[src/rtl/perm_pkg.sv]
// Shared types and helpers for the bit-permutation stream stage.
package perm_pkg;

  // Upper bounds for the packed identity-map helper; WIDTH must not exceed MAX_WIDTH.
  localparam int MAX_WIDTH = 64;
  localparam int MAX_IDXW  = 6;

  typedef enum logic [1:0] {
    RUN   = 2'd0,
    DRAIN = 2'd1,
    SWAP  = 2'd2
  } perm_state_e;

  // Entry i holds i, packed at [i*MAX_IDXW +: MAX_IDXW]; callers slice the low bits they need.
  function automatic logic [MAX_WIDTH*MAX_IDXW-1:0] identity_map(input int width);
    logic [MAX_WIDTH*MAX_IDXW-1:0] m;
    m = '0;
    for (int i = 0; i < MAX_WIDTH; i++) begin
      if (i < width) m[i*MAX_IDXW +: MAX_IDXW] = MAX_IDXW'(i);
    end
    return m;
  endfunction

endpackage

[src/rtl/perm_xbar.sv]
// Combinational bit crossbar: each output bit picks one input bit by its map entry.
module perm_xbar #(
  parameter int WIDTH = 8,
  localparam int IDXW = $clog2(WIDTH)
) (
  input  logic [WIDTH*IDXW-1:0] map_i,
  input  logic [WIDTH-1:0]      data_i,
  output logic [WIDTH-1:0]      data_o
);

  // One WIDTH:1 mux per output bit; an entry matching no input yields 0.
  always_comb begin
    data_o = '0;
    for (int i = 0; i < WIDTH; i++) begin
      for (int j = 0; j < WIDTH; j++) begin
        if (map_i[i*IDXW +: IDXW] == IDXW'(j)) data_o[i] = data_i[j];
      end
    end
  end

endmodule

[src/rtl/perm_stream_stage.sv]
// Registered, runtime-configurable bit-permutation stage with valid/ready on both sides.
// A shadow map is written one entry per cycle; it is copied into the active map only
// after the output register has drained, so no beat ever sees a half-updated map.
//
//   state | meaning
//   ------+-------------------------------------------------------------
//   RUN   | normal streaming; cfg_commit requests a map swap
//   DRAIN | input stalled, waiting for the held output beat to leave
//   SWAP  | single cycle: active map <- shadow map
module perm_stream_stage
  import perm_pkg::*;
#(
  parameter int WIDTH = 8,
  localparam int IDXW = $clog2(WIDTH)
) (
  input  logic             clk,
  input  logic             rst_n,
  input  logic             cfg_we,
  input  logic [IDXW-1:0]  cfg_idx,
  input  logic [IDXW-1:0]  cfg_src,
  input  logic             cfg_commit,
  output logic             cfg_err,
  input  logic             in_valid,
  output logic             in_ready,
  input  logic [WIDTH-1:0] in_data,
  output logic             out_valid,
  input  logic             out_ready,
  output logic [WIDTH-1:0] out_data,
  output logic             busy
);

  localparam logic [MAX_WIDTH*MAX_IDXW-1:0] ID_MAP = identity_map(WIDTH);

  perm_state_e                state_q, state_d;
  logic [WIDTH-1:0][IDXW-1:0] shadow_q;
  logic [WIDTH-1:0][IDXW-1:0] active_q;
  logic                       out_valid_q;
  logic [WIDTH-1:0]           out_data_q;
  logic                       cfg_err_q;
  logic [WIDTH-1:0]           perm_data;
  logic                       accept;
  logic                       bad_wr;

  // Index and source are compared one bit wider so non-power-of-two widths catch codes >= WIDTH.
  assign bad_wr = ({1'b0, cfg_idx} >= (IDXW+1)'(WIDTH)) ||
                  ({1'b0, cfg_src} >= (IDXW+1)'(WIDTH));

  assign in_ready  = (state_q == RUN) && (!out_valid_q || out_ready);
  assign accept    = in_valid && in_ready;
  assign out_valid = out_valid_q;
  assign out_data  = out_data_q;
  assign cfg_err   = cfg_err_q;
  assign busy      = (state_q == DRAIN) || (state_q == SWAP);

  perm_xbar #(.WIDTH(WIDTH)) u_xbar (
    .map_i  (active_q),
    .data_i (in_data),
    .data_o (perm_data)
  );

  // Next-state logic; DRAIN exits as soon as the held beat is leaving this cycle.
  always_comb begin
    state_d = state_q;
    case (state_q)
      RUN:     if (cfg_commit) state_d = DRAIN;
      DRAIN:   if (!out_valid_q || out_ready) state_d = SWAP;
      SWAP:    state_d = RUN;
      default: state_d = RUN;
    endcase
  end

  // State register.
  always_ff @(posedge clk or negedge rst_n) begin
    if (!rst_n) state_q <= RUN;
    else        state_q <= state_d;
  end

  // Map storage; SWAP copies the pre-write shadow, so a same-cycle write lands only in shadow.
  always_ff @(posedge clk or negedge rst_n) begin
    if (!rst_n) begin
      for (int i = 0; i < WIDTH; i++) begin
        shadow_q[i] <= ID_MAP[i*MAX_IDXW +: IDXW];
        active_q[i] <= ID_MAP[i*MAX_IDXW +: IDXW];
      end
    end else begin
      if (cfg_we && !bad_wr) shadow_q[cfg_idx] <= cfg_src;
      if (state_q == SWAP)   active_q <= shadow_q;
    end
  end

  // Sticky error flag for out-of-range config writes.
  always_ff @(posedge clk or negedge rst_n) begin
    if (!rst_n)                cfg_err_q <= 1'b0;
    else if (cfg_we && bad_wr) cfg_err_q <= 1'b1;
  end

  // Output register: load on accept, drop on consume, otherwise hold.
  always_ff @(posedge clk or negedge rst_n) begin
    if (!rst_n) begin
      out_valid_q <= 1'b0;
      out_data_q  <= '0;
    end else if (accept) begin
      out_valid_q <= 1'b1;
      out_data_q  <= perm_data;
    end else if (out_ready) begin
      out_valid_q <= 1'b0;
    end
  end

endmodule

[config.mk]
export PLATFORM = sky130hd
export DESIGN_NAME = perm_stream_stage
export DESIGN_NICKNAME = d
export VERILOG_FILES = /design/src/rtl/perm_pkg.sv /design/src/rtl/perm_xbar.sv /design/src/rtl/perm_stream_stage.sv
export SDC_FILE = /design/constraint.sdc
export NUM_CORES = 1
export LEC_CHECK = 0
export BUFFER_PORTS_ARGS = -buffer_cell sky130_fd_sc_hd__buf_2
export CAP_MARGIN = 20
export CORE_MARGIN = 2
export CORE_UTILIZATION = 44
export CTS_BUF_LIST = sky130_fd_sc_hd__clkbuf_8
export DETAILED_ROUTE_END_ITERATION = 12
export MAX_ROUTING_LAYER = met4
export PLACE_DENSITY_LB_ADDON = 0.1
export SYNTH_ARGS = -nofsm -noshare
export SYNTH_HDL_FRONTEND = slang
export SYNTH_SLANG_ARGS = --single-unit
[constraint.sdc]
create_clock -name clk -period 1.57 [get_ports clk]
set_clock_uncertainty 0.1 [all_clocks]
set_input_delay 0.157 -clock clk [delete_from_list [all_inputs] [get_ports clk]]
set_output_delay 0.157 -clock clk [all_outputs]
set_load 0.03 [all_outputs]
==> Word-level counts from Yosys, hierarchy flattened <==
Index checks and enable logic that the tools add are counted.
{ "totals": {"register_bits": 59, "output_inout_bits": 12} }
{ "classes": {"eq_ne": 60, "n_reduce_logical": 17, "n_lt_le_gt_ge": 2, "muxes": 72} }
{ "ops": {"columns": ["cell", "n"], "rows": [
  ["3-bit == test, second input constant", 32],
  ["1-bit 2-to-1 mux", 66],
  ["3-bit by 2-bit == test with 1-bit output, second input constant", 16],
  ["24-bit bitwise mux", 1],
  ["3-bit by 1-bit == test with 1-bit output, second input constant", 8],
  ["3-bit zero test", 8],
  ["3-bit demux with 3-bit select", 1],
  ["3-bit by 4-bit less-than comparator with 1-bit output, second input constant", 1],
  ["2-bit 2-to-1 mux", 2],
  ["2-bit case mux with 2 select lines", 1],
  ["3-bit by 1-bit >= comparator with 1-bit output, second input constant", 1],
  ["1-bit logical AND", 3],
  ["3-bit 2-to-1 mux", 1],
  ["2-bit by 1-bit == test with 1-bit output, second input constant", 1],
  ["2-bit == test, second input constant", 1],
  ["2-bit zero test", 1],
  ["1-bit logical OR", 2],
  ["2-bit by 1-bit != test with 1-bit output, second input constant", 1],
  ["2-bit != test, second input constant", 1],
  ["2-bit AND reduction", 1],
  ["2-bit nonzero test", 1],
  ["1-bit zero test", 1]
]} }

==> Longest topological paths before layout <==
{ "logic_depth": {"depth_word": 9, "mapped_depth": 5} }

==> Modules after synthesis <==
From an unflattened synthesis, not the netlist that was laid out.
{ "unflattened": {"cells_unflattened": 172, "hier_area_um2": 2907.8} }
{ "by_module_without_submodules": {"columns": ["mod", "seq_area_each_um2", "n_inst", "area_per_inst_um2", "cells_each"], "rows": [
  ["perm_stream_stage", 1506.4, 1, 2397.3, 148],
  ["perm_xbar", 0.0, 1, 510.5, 24]
]} }

==> Worst setup path before layout <==
No wires, ideal clock.
{ "synth_path": {"kind": "register -> register", "from": "register state_q[0]", "to": "register active_q[0] (netlist bit)", "path_buffers": 2, "arrival_time_ns": 1.376, "required_ns": 1.345, "path_stages_with_launch": 6, "path_slack_ns": -0.031, "path_cell_list": "dfrtp_1 -> inv_1 -> ha_1 -> clkbuf_1 -> buf_2 -> mux2_2"} }
{ "synth_between": {"elab_chain_cells": 1} }
{ "synth_rtl": {"columns": ["element", "line", "rtl"], "rows": [
  ["start, declared", "perm_stream_stage.sv:34", "perm_state_e state_q, state_d;"],
  ["start signal, assigned", "perm_stream_stage.sv:75", "else state_q <= state_d;"],
  ["2-bit == test", "perm_stream_stage.sv:87", "if (state_q == SWAP) active_q <= shadow_q;"],
  ["end signal, assigned by index", "perm_stream_stage.sv:83", "active_q[i] <= ID_MAP[i*MAX_IDXW +: IDXW];"],
  ["end signal, assigned", "perm_stream_stage.sv:87", null],
  ["end, declared", "perm_stream_stage.sv:36", "logic [WIDTH-1:0][IDXW-1:0] active_q;"]
]} }
No other way between the ends.
A chain may end at the register's enable or synchronous reset.

==> Final worst setup path <==
{ "layout_path": {"from": "register state_q[1]", "to": "output port in_ready"} }
{ "layout_between": {"elab_chain_cells": 2} }
{ "layout_rtl": {"columns": ["element", "line", "rtl"], "rows": [
  ["2-bit zero test", "perm_stream_stage.sv:48", "assign in_ready = (state_q == RUN) && (!out_valid_q || out_ready);"],
  ["1-bit logical AND", "perm_stream_stage.sv:48", null],
  ["end, declared", "perm_stream_stage.sv:24", "output logic in_ready,"]
]} }
No other way between the ends.

==> metrics.cfg <==
[outcome]
status = finished clean

[route]
num_vias = 1762
detail_route.wl_per_cell_um = 18.6
via_per_inst = 5.42
drtIter0Drc = 68
wirelength_mm = 6.06
drcViolationCount = 0
detail_route.first_pass.iterations = 4
antenna_left = 0

[min_path]
min_path_type = primary input to flop

[synthesis]
ys_ff_latch = 59
yosysTopAreaCellShare_pct = 28.9
syn_nets = 236
synthesis.area_sq_mm = 0.00303
yosysWarnings = 0
avgSynthCellArea_sq_um = 14.3
ys_seq_area_share_pct = 49.8
synth.distinct_cells = 25
synth_cells = 212
yosys-top-cells-area = dfrtp_1, dfstp_2, mux2_2
synth_area_leader_cell = dfrtp_1

[floorplanning]
die-area_sq_mm = 0.00756
coreArea_sq_mm = 0.00672
die_height_um = 87.0
rows = 30
io_pins = 32
initial_utilization_pct = 45.1
die_w_um = 87.0

[clock_network]
cts_root_buf = clkbuf_8
clkTransAtPathRegs_ps = 60
cts.path.max_buffers = 2
htree_levels = 3
cts_buffers = 9
cts.sinks = 59
clk_latency_ps = 330
cts_tree = yes

[worst_setup_path]
r2r_cells = 3
start_kind = flop
cp.required_ps = 1310
worstPathArrival_ps = 1270
cp-endpoint = in_ready
r2r-end = out_data[7]
reg2reg_from = active_q[21]
critPathLaunch = state_q[1]
crit_type = flop to primary output
cp-end-kind = primary output
cp_max_fo = 3
reg2reg_slack_ps = 90

[timing]
min_period_ps = 1520
fin_ws_ps = 47.1
finalHoldViolCount = 0
max_freq_mhz = 657
timing.hold.ws_ps = 46.7
slew_viol_final = 0
period_share_pct = 97.0
fin_setup_tns_ps = 0
rsz0062_at_grt = false
finalSetupViolCount = 0

[pwr]
leakagePower_nw = 1.52
powerDensity_mw_per_mm2 = 1920
vdd_drop_max_mv = 0.640
power_mw = 6.61

[grt]
grt_max_degree = 60
grt_overflow_total = 0
grt_usage_pct = 18.5
grt_pass1_vias = 1916
antenna_found_initial = 0
grt_pass1_wl_mm = 9.90

[place]
globalplace.congestion = 0.801
portBuffers = 30
dp_hpwl_mm = 4.16
place_ws_ps = 68.1

[flow_run]
max_cap_violations = 0

[final_layout]
insertedDiodeCount = 0
num-fill-cells = 578
final_common_cell = mux2_2
drive_gt1_share_pct = 56.3
syn_to_final_growth_pct = 13.5
mostFrequentLayoutCells = mux2_2, mux2i_1, dfrtp_1, buf_2, dfstp_2
nets = 264

==> through the flow <==
stage,cells,cell area (sq um),util (%)
2_1_floorplan,212,3030,-
3_3_place_gp,305,3180,47.4
3_5_place_dp,305,3180,47.4
4_1_cts,324,3420,51.0
5_1_grt,325,3440,51.1
6_report,325,3440,51.1
==> report_power, final <==
part	switching (mW)	internal, mW
logic	1.05	1.34
clock network	0.567	0.875
registers	0.502	2.28
total	2.12	4.50
==> synthesized netlist by cell type <==
cell type,n
nand4_1,1
conb_1,1
buf_4,3
nor3b_2,2
buf_6,8
dfrtp_1,35
clkbuf_2,5
nand3b_1,1
o21ai_0,2
nand2b_1,2
nand4b_1,3
nand2_1,1
ha_1,4
and3_1,1
inv_1,12
a21oi_1,2
nor3_1,1
mux2i_1,40
nor3_2,1
buf_2,4
mux2_2,49
mux4_2,8
and2_1,1
clkbuf_1,1
dfstp_2,24
==> routing by layer <==
metal,up-vias,GRT usage (%),share of wire [%],wire [um]
li1,805,-,-,-
met1,904,23.9,46,2790
met2,44,28.2,48,2930
met3,9,4.36,3.9,239
met4,0,7.67,1.7,102
met5,-,-,0,0
==> final cells by class <==
| type | instances | area [sq um] | area share [%] |
|---|---|---|---|
| clock buffers | 9 | 124 | 3.61 |
| inverters | 12 | 45.0 | 1.31 |
| repair buffers | 38 | 259 | 7.54 |
| flip-flops and latches | 59 | 1510 | 43.8 |
| multi-input cells | 120 | 1320 | 38.3 |
| clock inverters | 7 | 83.8 | 2.44 |
| well taps | 80 | 100 | 2.91 |
==> worst max-delay path, stage by stage (launching register included) <==
cell     delay (ps)
dfrtp_1         390
inv_2            80
ha_2            190
and2_1          140
buf_6           130
==> repair_timing <==
action,CTS,global route
pin swaps,0,1
resized for setup,3,2
hold buffers,2,0
endpoints found under the setup margin,1,2
endpoints found under the hold margin,45,0
setup buffers,1,1
==> flip-flops by register name, indices dropped and copies added, names as in the netlist <==
name       count
out_data       8
state_q        2
out_valid      1
active_q      24
shadow_q      24
==> how the worst min path moves through the flow <==
| stage | end | cells after the start | startpoint |
|---|---|---|---|
| finish | state_q[0] | 3 | cfg_commit |
| floorplan | active_q[0] | 0 | rst_n |
| global placement | out_valid | 2 | rst_n |
| CTS | state_q[0] | 3 | cfg_commit |
| global route | state_q[0] | 3 | cfg_commit |
| detailed placement | out_valid | 2 | rst_n |
==> logic make-up (layout without fill, tap and decap cells) <==
logic type	count (synthesis)	after routing	share of synthesized area, %
compound gates	4	4	0.661
fa+ha+maj	4	4	1.65
buf+inv	33	66	6.82
flops	59	59	49.8
mux	97	97	37.4
other cells	1	1	0.124
simple gates	14	14	3.60
Power figures use the tool's default switching activity.
